## src/rtl/div4_sequencer_if.sv

```systemverilog
// div4_if: start/operand/result bundle for div4_sequencer.
//   slave  modport: the sequencer (takes start + a..d, drives results).
//   master modport: the requester (drives start + a..d, takes results).
// Optional: DIV4_REMAINDER_EN adds the remainder result signal.
interface div4_if #(
    parameter int WIDTH = 8
);
    logic             start;
    logic [WIDTH-1:0] a;
    logic [WIDTH-1:0] b;
    logic [WIDTH-1:0] c;
    logic [WIDTH-1:0] d;
    logic             busy;
    logic             res_valid;
    logic [1:0]       res_sel;
    logic [WIDTH-1:0] quotient;
    logic             error;
    logic [3:0]       err_mask;
    logic             done;
`ifdef DIV4_REMAINDER_EN
    logic [WIDTH-1:0] remainder;

    modport slave  (input  start, a, b, c, d,
                    output busy, res_valid, res_sel, quotient, error, err_mask, done, remainder);
    modport master (output start, a, b, c, d,
                    input  busy, res_valid, res_sel, quotient, error, err_mask, done, remainder);
`else
    modport slave  (input  start, a, b, c, d,
                    output busy, res_valid, res_sel, quotient, error, err_mask, done);
    modport master (output start, a, b, c, d,
                    input  busy, res_valid, res_sel, quotient, error, err_mask, done);
`endif
endinterface

```

## src/rtl/div4_sequencer.sv

```systemverilog
// div4_sequencer: one shared restoring divider run over the four rotated
// operand pairs a/b, b/c, c/d, d/a after a single start command.
//
// Ports:
//   clk  - rising-edge clock
//   rst  - asynchronous active-high reset
//   bus  - div4_if.slave: start, a..d in; busy, res_valid, res_sel,
//          quotient, error, err_mask, done (and remainder) out
//
// Optional feature macro: DIV4_REMAINDER_EN -- also registers the true
// remainder (0 on divide-by-zero) alongside the quotient.
//
// Each pair costs LOAD + WIDTH DIVIDE cycles + EMIT, or LOAD + EMIT when the
// divisor is zero. Result registers are loaded on the transition into EMIT so
// they are already valid during the res_valid cycle, and they hold until the
// next EMIT.
module div4_sequencer #(
    parameter int WIDTH = 8
) (
    input  logic   clk,
    input  logic   rst,
    div4_if.slave  bus
);
    localparam int CW = (WIDTH > 2) ? $clog2(WIDTH) : 1;
    localparam logic [CW-1:0] LAST_IT = CW'(WIDTH - 1);

    localparam logic [2:0] S_IDLE   = 3'd0;
    localparam logic [2:0] S_LOAD   = 3'd1;
    localparam logic [2:0] S_DIVIDE = 3'd2;
    localparam logic [2:0] S_EMIT   = 3'd3;
    localparam logic [2:0] S_DONE   = 3'd4;

    logic [2:0]       state;
    logic [1:0]       idx;
    logic [WIDTH-1:0] op_a, op_b, op_c, op_d;

    // Divider datapath: dvd shifts the dividend out MSB-first while the
    // quotient bits shift in, so it ends up holding the quotient.
    logic [WIDTH-1:0] dvd;
    logic [WIDTH-1:0] dvs;
    logic [WIDTH-1:0] prem;
    logic [CW-1:0]    cnt;

    logic [WIDTH-1:0] sel_n, sel_d;
    logic [WIDTH:0]   r_sh;
    logic [WIDTH:0]   diff;
    logic             ge;
    logic [WIDTH-1:0] r_nxt;
    logic [WIDTH-1:0] q_nxt;

    logic             res_valid_q, error_q, done_q;
    logic [1:0]       res_sel_q;
    logic [WIDTH-1:0] quotient_q;
    logic [3:0]       err_mask_q;
`ifdef DIV4_REMAINDER_EN
    logic [WIDTH-1:0] remainder_q;
`endif

    // Rotated pair selection: dividend = op[idx], divisor = op[idx+1 mod 4].
    always_comb begin
        sel_n = op_a;
        sel_d = op_b;
        case (idx)
            2'd0: begin sel_n = op_a; sel_d = op_b; end
            2'd1: begin sel_n = op_b; sel_d = op_c; end
            2'd2: begin sel_n = op_c; sel_d = op_d; end
            default: begin sel_n = op_d; sel_d = op_a; end
        endcase
    end

    // One restoring step. r_sh is the WIDTH+1-bit partial remainder after
    // shifting in the next dividend bit. Because the stored remainder is
    // always below the divisor, r_sh < 2*dvs, so the trial difference's top
    // bit is set exactly when the subtraction borrows (restore case).
    always_comb begin
        r_sh  = {prem, dvd[WIDTH-1]};
        diff  = r_sh - {1'b0, dvs};
        ge    = ~diff[WIDTH];
        r_nxt = ge ? diff[WIDTH-1:0] : r_sh[WIDTH-1:0];
        q_nxt = {dvd[WIDTH-2:0], ge};
    end

    always_ff @(posedge clk or posedge rst) begin
        if (rst) begin
            state       <= S_IDLE;
            idx         <= 2'd0;
            op_a        <= '0;
            op_b        <= '0;
            op_c        <= '0;
            op_d        <= '0;
            dvd         <= '0;
            dvs         <= '0;
            prem        <= '0;
            cnt         <= '0;
            res_valid_q <= 1'b0;
            res_sel_q   <= 2'd0;
            quotient_q  <= '0;
            error_q     <= 1'b0;
            err_mask_q  <= 4'd0;
            done_q      <= 1'b0;
`ifdef DIV4_REMAINDER_EN
            remainder_q <= '0;
`endif
        end else begin
            res_valid_q <= 1'b0;
            done_q      <= 1'b0;
            case (state)
                S_IDLE: begin
                    if (bus.start) begin
                        op_a       <= bus.a;
                        op_b       <= bus.b;
                        op_c       <= bus.c;
                        op_d       <= bus.d;
                        err_mask_q <= 4'd0;
                        idx        <= 2'd0;
                        state      <= S_LOAD;
                    end
                end
                S_LOAD: begin
                    if (sel_d == '0) begin
                        // Divide-by-zero short-circuits straight to EMIT.
                        quotient_q      <= '1;
                        error_q         <= 1'b1;
                        res_sel_q       <= idx;
                        res_valid_q     <= 1'b1;
                        err_mask_q[idx] <= 1'b1;
`ifdef DIV4_REMAINDER_EN
                        remainder_q     <= '0;
`endif
                        state           <= S_EMIT;
                    end else begin
                        dvd   <= sel_n;
                        dvs   <= sel_d;
                        prem  <= '0;
                        cnt   <= '0;
                        state <= S_DIVIDE;
                    end
                end
                S_DIVIDE: begin
                    dvd  <= q_nxt;
                    prem <= r_nxt;
                    cnt  <= cnt + 1'b1;
                    if (cnt == LAST_IT) begin
                        quotient_q  <= q_nxt;
                        error_q     <= 1'b0;
                        res_sel_q   <= idx;
                        res_valid_q <= 1'b1;
`ifdef DIV4_REMAINDER_EN
                        remainder_q <= r_nxt;
`endif
                        state       <= S_EMIT;
                    end
                end
                S_EMIT: begin
                    if (idx == 2'd3) begin
                        done_q <= 1'b1;
                        state  <= S_DONE;
                    end else begin
                        idx   <= idx + 2'd1;
                        state <= S_LOAD;
                    end
                end
                S_DONE: begin
                    state <= S_IDLE;
                end
                default: begin
                    state <= S_IDLE;
                end
            endcase
        end
    end

    assign bus.busy      = (state != S_IDLE);
    assign bus.res_valid = res_valid_q;
    assign bus.res_sel   = res_sel_q;
    assign bus.quotient  = quotient_q;
    assign bus.error     = error_q;
    assign bus.err_mask  = err_mask_q;
    assign bus.done      = done_q;
`ifdef DIV4_REMAINDER_EN
    assign bus.remainder = remainder_q;
`endif

endmodule

```

## src/flat_wrapper.sv

```systemverilog
// flat-port wrapper written by rule: the top's interface ports become plain ports
module div4_sequencer_flat 
#(
    parameter int WIDTH = 8
)
  (clk, rst, bus_start, bus_a, bus_b, bus_c, bus_d, bus_busy, bus_res_valid, bus_res_sel, bus_quotient, bus_error, bus_err_mask, bus_done);
  div4_if #(.WIDTH(WIDTH)) bus_i ();
  input  logic clk;
  input  logic rst;
  input wire logic [$bits(bus_i.start)-1:0] bus_start;
  input wire logic [$bits(bus_i.a)-1:0] bus_a;
  input wire logic [$bits(bus_i.b)-1:0] bus_b;
  input wire logic [$bits(bus_i.c)-1:0] bus_c;
  input wire logic [$bits(bus_i.d)-1:0] bus_d;
  output wire logic [$bits(bus_i.busy)-1:0] bus_busy;
  output wire logic [$bits(bus_i.res_valid)-1:0] bus_res_valid;
  output wire logic [$bits(bus_i.res_sel)-1:0] bus_res_sel;
  output wire logic [$bits(bus_i.quotient)-1:0] bus_quotient;
  output wire logic [$bits(bus_i.error)-1:0] bus_error;
  output wire logic [$bits(bus_i.err_mask)-1:0] bus_err_mask;
  output wire logic [$bits(bus_i.done)-1:0] bus_done;
  assign bus_i.start = bus_start;
  assign bus_i.a = bus_a;
  assign bus_i.b = bus_b;
  assign bus_i.c = bus_c;
  assign bus_i.d = bus_d;
  assign bus_busy = bus_i.busy;
  assign bus_res_valid = bus_i.res_valid;
  assign bus_res_sel = bus_i.res_sel;
  assign bus_quotient = bus_i.quotient;
  assign bus_error = bus_i.error;
  assign bus_err_mask = bus_i.err_mask;
  assign bus_done = bus_i.done;
  div4_sequencer #(.WIDTH(WIDTH)) u_core (.clk(clk), .rst(rst), .bus(bus_i));
endmodule
```

## config.mk

```make
export PLATFORM = sky130hd
export DESIGN_NAME = div4_sequencer_flat
export DESIGN_NICKNAME = d
export VERILOG_FILES = /design/src/rtl/div4_sequencer_if.sv /design/src/rtl/div4_sequencer.sv /design/src/flat_wrapper.sv
export SDC_FILE = /design/constraint.sdc
export NUM_CORES = 1
export LEC_CHECK = 0
export ABC_CLOCK_PERIOD_IN_PS = 3050
export CAP_MARGIN = 10
export CELL_PAD_IN_SITES_DETAIL_PLACEMENT = 1
export CELL_PAD_IN_SITES_GLOBAL_PLACEMENT = 2
export CORE_ASPECT_RATIO = 0.8
export CORE_MARGIN = 2
export CORE_UTILIZATION = 36
export DETAILED_ROUTE_END_ITERATION = 8
export PLACE_DENSITY_LB_ADDON = 0.1
export SLEW_MARGIN = 10
export SYNTH_ARGS = -nofsm -noshare
export SYNTH_HDL_FRONTEND = slang
export SYNTH_SLANG_ARGS = --single-unit
```

## constraint.sdc

```tcl
create_clock -name clk -period 3.05 [get_ports clk]
set_input_delay 0.61 -clock clk [delete_from_list [all_inputs] [get_ports clk]]
set_output_delay 0.61 -clock clk [all_outputs]
set_load 0.02 [all_outputs]
```

==> results.json, run 1 <==
{
  "critical_path_arrival_ns": 3.04,
  "drive_gt1_frac": 0.179,
  "design.portCount": 53,
  "start_kind": "register",
  "post_cts_buffers": 0,
  "fin_nets": 469,
  "critPathCapture": "u_core.bus.quotient[3]",
  "place_hpwl_mm": 7.64,
  "cp_max_fo": 17,
  "drv_slew": 0,
  "grt_pass1_wl_mm": 17.2,
  "cts_buffers": 9,
  "period_needed_ns": 2.82,
  "ys_warn_count": 0,
  "numClockSinks": 81,
  "cp-startpoint": "u_core.idx[1]",
  "drtIter0Drc": 199,
  "cp-end-kind": "register",
  "die_x_um": 123,
  "outcome": "finished clean",
  "fmax_mhz": 354,
  "hold_violations": 0,
  "setup_tns_ns": 0,
  "tightest_slew_ns": 0.732,
  "io_buffers": 52,
  "num_rows": 34,
  "grt_start_max_net_pins": 43,
  "final_util": 0.462,
  "multi_input_area_mm2": 0.00188,
  "syn2layout_area_growth_pct": 23.6,
  "leakagePower_nw": 2.28,
  "antennaDiodeCount": 0,
  "clock_path_buffers": 2,
  "ir_worst_vdd_v": 0.000343,
  "min_period_over_period": 0.926,
  "reg2reg_from": "u_core.idx[1]",
  "grt_use_total": 0.185,
  "ys_types": 47,
  "cts_tree": "yes",
  "wl_per_cell_um": 18.4,
  "synthArstFlopShare": 1.00,
  "ant_nets": 0,
  "reg2reg_to": "u_core.bus.quotient[3]",
  "grt_pass1_vias": 3076,
  "start_util": 0.374,
  "rr_worst_depth": 9,
  "cp.required_ns": 3.27,
  "drc": 0,
  "min_from": "u_core.dvd[6]",
  "core-area_mm2": 0.0110,
  "fillers": 1213,
  "path_clk_slew_ns": 0.06,
  "root_buffer": "clkbuf_16",
  "gp_congestion": 0.779,
  "synth.net_count": 418,
  "worstSetupPathType": "register to register",
  "max-slew-margin-rel": 0.511,
  "rsz0062_at_grt": "false",
  "viasPerCell": 5.29,
  "setup_viol": 0,
  "syn_area_per_cell_um2": 11.1,
  "totalWireLength_mm": 10.4,
  "clock_latency_ns": 0.33,
  "antenna_found_initial": 0,
  "gr-total-overflow": 0,
  "die-height_um": 99.5,
  "ys_ff_latch": 81,
  "yosysSeqAreaShare": 0.494,
  "register_area_mm2": 0.00203,
  "vias": 3006,
  "power.density_mw_per_mm2": 1170,
  "reg2reg_slack_ns": 0.23,
  "syn_area_mm2": 0.00410,
  "synth-edff-count": 0,
  "ys.flop_type": "dfrtp_1",
  "die_area_mm2": 0.0123,
  "synth_cells": 368,
  "maxCapViolCount": 0,
  "finClkSkew_ns": 0.00683,
  "dr.pass1.iters": 5,
  "hp-class": "register to register",
  "cts_max_level": 3
}
-- synth_stat cells, types with 2 or more instances --
cell type | count | area (um2)
dfrtp_1 | 81 | 2030
mux2_2 | 37 | 417
nand2_1 | 36 | 135
o21ai_0 | 29 | 145
inv_1 | 20 | 75.1
nor2_1 | 15 | 56.3
a222oi_1 | 14 | 140
ha_1 | 14 | 175
a21oi_1 | 13 | 65.1
buf_2 | 10 | 50.1
mux2i_1 | 10 | 100
a211oi_1 | 8 | 60.1
and3_1 | 7 | 43.8
clkbuf_1 | 7 | 26.3
a21o_1 | 6 | 45.0
nand2b_1 | 6 | 37.5
xnor2_1 | 5 | 43.8
a22o_1 | 4 | 35.0
mux2_4 | 4 | 60.1
a32oi_1 | 3 | 26.3
and2_1 | 3 | 18.8
buf_6 | 3 | 33.8
a21boi_0 | 2 | 15.0
a21oi_2 | 2 | 17.5
a22oi_1 | 2 | 15.0
buf_4 | 2 | 15.0
nand3_1 | 2 | 10.0
nor2b_1 | 2 | 12.5
or3_1 | 2 | 12.5
xor2_1 | 2 | 17.5
-- per-layer routing --
metal	up-vias	track usage	routed length (um)	part of all wire
met4	0	0.0446	80	0.0077
met2	57	0.264	4530	0.43
li1	1431	-	-	-
met1	1511	0.283	5470	0.52
met5	-	0	0	0
met3	7	0.0390	369	0.035
-- layout by cell type (no fill, tap or decap), types with 4 or more instances in the layout --
master and count:
a211oi_1 8, a21o_1 6, a21oi_1 13, a222oi_1 14, a22o_1 4, and3_1 7
buf_4 9, clkbuf_16 9, clkdlybuf4s50_1 52, dfrtp_1 81, ha_1 13, inv_1 19
mux2_2 37, mux2_4 4, mux2i_1 10, nand2_1 36, nand2b_1 6, nor2_1 15
o21ai_0 29, xnor2_1 5
-- final cells by class --
cell class,count,area share
flip-flops and latches,81,0.400
well taps,144,0.0355
clock buffers,11,0.0479
clock inverters,5,0.0109
inverters,20,0.0150
multi-input cells,245,0.371
repair buffers,62,0.120
-- kinds of logic after synthesis --
family	count (synthesis)	synth area share
fa+ha+maj	15	0.0476
xor+xnor	7	0.0149
compound gates	89	0.152
mux	51	0.141
buf+inv	42	0.0488
simple gates	83	0.102
flops	81	0.494
-- timing repair --
item / in CTS / in global routing
gates resized for setup: 0 / 1
hold buffers: 0 / 0
endpoints found under the setup margin: 0 / 3
-- worst min-delay path by stage --
stage / endpoint / slack [ns] / cells after the start
finish: u_core.dvd[6] / 0.47 / 1
global route: u_core.dvd[6] / 0.49 / 1
CTS: u_core.dvd[6] / 0.47 / 1
detailed placement: u_core.dvd[6] / 0.46 / 1
global placement: u_core.dvd[6] / 0.45 / 1
floorplan: u_core.dvd[2] / 0.44 / 1
-- worst max-delay path, cell delays in order, from the launching register on --
cell and delay [ns]:
dfrtp_1 0.43, inv_1 0.11, ha_1 0.58, a222oi_1 0.23, and2_0 0.24, a21oi_1 0.24, nor3_4 0.07, a21oi_2 0.24
buf_4 0.24, mux2_4 0.31
-- through the flow --
stage / total power, mW / std cells / setup slack (ns) / cell area, um2 / hold slack [ns]
after floorplan: 3.99 / 368 / 0.360 / 4100 / 0.441
after global placement: 4.82 / 552 / 0.305 / 4770 / 0.452
after detailed placement: 4.89 / 552 / 0.231 / 4770 / 0.457
after CTS: 6.00 / 568 / 0.216 / 5070 / 0.472
after global routing: 6.42 / 568 / 0.0115 / 5070 / 0.488
final: 5.94 / 568 / 0.226 / 5070 / 0.469
-- registers in the layout, indices dropped and copies added (netlist names) --
signal / count
u_core.dvd: 8
u_core.bus.done: 1
u_core.op_d: 8
u_core.op_b: 8
u_core.state: 3
u_core.dvs: 8
u_core.bus.res_sel: 2
u_core.cnt: 3
u_core.prem: 8
u_core.bus.quotient: 8
u_core.bus.error: 1
u_core.idx: 2
u_core.op_c: 8
u_core.bus.res_valid: 1
u_core.op_a: 8
u_core.bus.err_mask: 4
-- power breakdown --
group	leakage [nW]	total, mW	internal (mW)	switching [mW]
sequential	1.01	1.96	1.55	0.409
clock	0.142	1.08	0.654	0.425
combinational	1.13	2.91	1.36	1.55
No activity file was read; power rests on OpenSTA's default activity.
==> inputs of run 2 (changes only) <==
--- a/config.mk
+++ b/config.mk
@@ -11,7 +11,7 @@
 export CELL_PAD_IN_SITES_GLOBAL_PLACEMENT = 2
 export CORE_ASPECT_RATIO = 0.8
 export CORE_MARGIN = 2
-export CORE_UTILIZATION = 36
+export CORE_UTILIZATION = 25
 export DETAILED_ROUTE_END_ITERATION = 8
 export PLACE_DENSITY_LB_ADDON = 0.1
 export SLEW_MARGIN = 10
==> results.json, run 2 (synthesis gave the netlist of run 1 again) <==
{
  "start_util": 0.258,
  "post_cts_buffers": 0,
  "root_buffer": "clkbuf_16",
  "dr.pass1.iters": 5,
  "outcome": "finished clean",
  "rsz0062_at_grt": "false",
  "io_buffers": 52,
  "grt-busiest-layer": "met1",
  "ant_nets": 0,
  "hold_violations": 0,
  "cp-end-kind": "register",
  "totalWireLength_mm": 11.3,
  "setup_viol": 0,
  "min_period_over_period": 0.892,
  "reg2reg_slack_ns": 0.33,
  "grt_use_total": 0.137,
  "cp.required_ns": 3.25,
  "grt_use_met2": 0.189,
  "gr-total-overflow": 0,
  "drv_slew": 0,
  "die_x_um": 147,
  "cts_tree": "yes",
  "num_rows": 41,
  "period_needed_ns": 2.72,
  "wl_per_cell_um": 17.5,
  "fin_nets": 476,
  "layout_common_cells": "81 x dfrtp_1, 52 x clkdlybuf4s50_1, 37 x mux2_2",
  "clock_latency_ns": 0.35,
  "antenna_found_initial": 0,
  "numClockSinks": 81,
  "clock_path_buffers": 2,
  "drc": 0,
  "gp_congestion": 0.791,
  "cts_buffers": 9,
  "viasPerCell": 4.70,
  "leakagePower_nw": 2.34,
  "die-height_um": 119,
  "design.portCount": 53,
  "path_clk_slew_ns": 0.06,
  "ir_worst_vdd_v": 0.000382,
  "fillers": 1752,
  "maxCapViolCount": 0,
  "setup_tns_ns": 0,
  "grtUsageMet3": 0.0332,
  "cp_max_fo": 8,
  "drtIter0Drc": 228,
  "critical_path_arrival_ns": 2.92,
  "grt_start_max_net_pins": 82,
  "vias": 3034,
  "start_kind": "register",
  "worstSetupPathType": "register to register",
  "die_area_mm2": 0.0175,
  "grt_pass1_vias": 3152,
  "fmax_mhz": 367,
  "drive_gt1_frac": 0.193,
  "tightest_slew_ns": 0.712,
  "cts.hold.buffers_added": 0,
  "mostFrequentLayoutCell": "dfrtp_1",
  "grt_use_met1": 0.207,
  "grt_pass1_wl_mm": 18.4,
  "final_util": 0.329,
  "hp-class": "register to register",
  "power.density_mw_per_mm2": 1160,
  "antennaDiodeCount": 0,
  "finClkSkew_ns": 0.00839,
  "max-slew-margin-rel": 0.526,
  "core-area_mm2": 0.0159,
  "place_hpwl_mm": 8.34,
  "syn2layout_area_growth_pct": 27.7,
  "cts_max_level": 3
}
[run 2: stage by stage]
step	cell area [um2]	power (mW)	worst slack, ns	hold WS [ns]	instances
6_report	5240	6.08	0.329	0.472	646
5_1_grt	5240	6.58	0.0882	0.487	646
4_1_cts	5230	6.19	0.117	0.476	646
3_5_place_dp	4930	5.03	0.103	0.462	630
3_3_place_gp	4930	4.97	0.223	0.462	630
2_1_floorplan	4100	3.99	0.360	0.441	368
[run 2: final timing paths]
check | startpoint | cells past startpoint | end
setup / recovery | u_core.dvd[7] | 11 | u_core.prem[1]
hold / removal | u_core.dvd[6] | 1 | u_core.dvd[6]
setup reg to reg | u_core.dvd[7] | 11 | u_core.prem[1]
hold reg to reg | u_core.dvd[6] | 1 | u_core.dvd[6]
max in group asynchronous | rst | 3 | u_core.prem[5]
min in group asynchronous | rst | 3 | u_core.op_a[4]
[run 2: worst max-delay path, stage by stage (launching register included)]
cell       delay [ns]
dfrtp_1          0.36
inv_1            0.09
ha_1             0.17
inv_1            0.05
fa_1             0.40
a21o_1           0.20
a2111oi_2        0.41
a21oi_1          0.19
xor2_1           0.23
buf_4            0.21
mux2i_1          0.18
o21ai_0          0.09
[run 2: routing by layer]
layer | wire [um] | up-vias
li1 | - | 1442
met1 | 6070 | 1522
met2 | 4640 | 60
met3 | 425 | 10
met4 | 149 | 0
met5 | 0 | -
[run 2: final cells by class]
cell class | instances | area [um2] | share of cell area
Clock buffer | 10 | 239 | 0.0456
Clock inverter | 6 | 66.3 | 0.0127
Inverter | 20 | 76.3 | 0.0146
Multi-Input combinational cell | 245 | 1890 | 0.360
Sequential cell | 81 | 2030 | 0.387
Tap cell | 215 | 269 | 0.0513
Timing Repair Buffer | 69 | 673 | 0.128
[run 2: report_power, final]
group          internal (mW)  switching (mW)  total [mW]  leakage [nW]
clock network          0.659           0.460        1.12         0.153
registers               1.55           0.405        1.96          1.01
logic                   1.44            1.57        3.01          1.17
total                   3.65            2.43        6.08          2.34
[run 2: timing repair]
item,in CTS,in global routing
hold endpoints to repair,0,0
gates resized for setup,0,1
endpoints found under the setup margin,0,8
==> inputs of run 3 (changes only) <==
--- a/config.mk
+++ b/config.mk
@@ -14,7 +14,7 @@
 export CORE_UTILIZATION = 25
 export DETAILED_ROUTE_END_ITERATION = 8
 export PLACE_DENSITY_LB_ADDON = 0.1
-export SLEW_MARGIN = 10
+export SLEW_MARGIN = 25
 export SYNTH_ARGS = -nofsm -noshare
 export SYNTH_HDL_FRONTEND = slang
 export SYNTH_SLANG_ARGS = --single-unit
==> results of run 3 <==
Same layout as run 2: the final DEF is identical, and so are final timing and power.
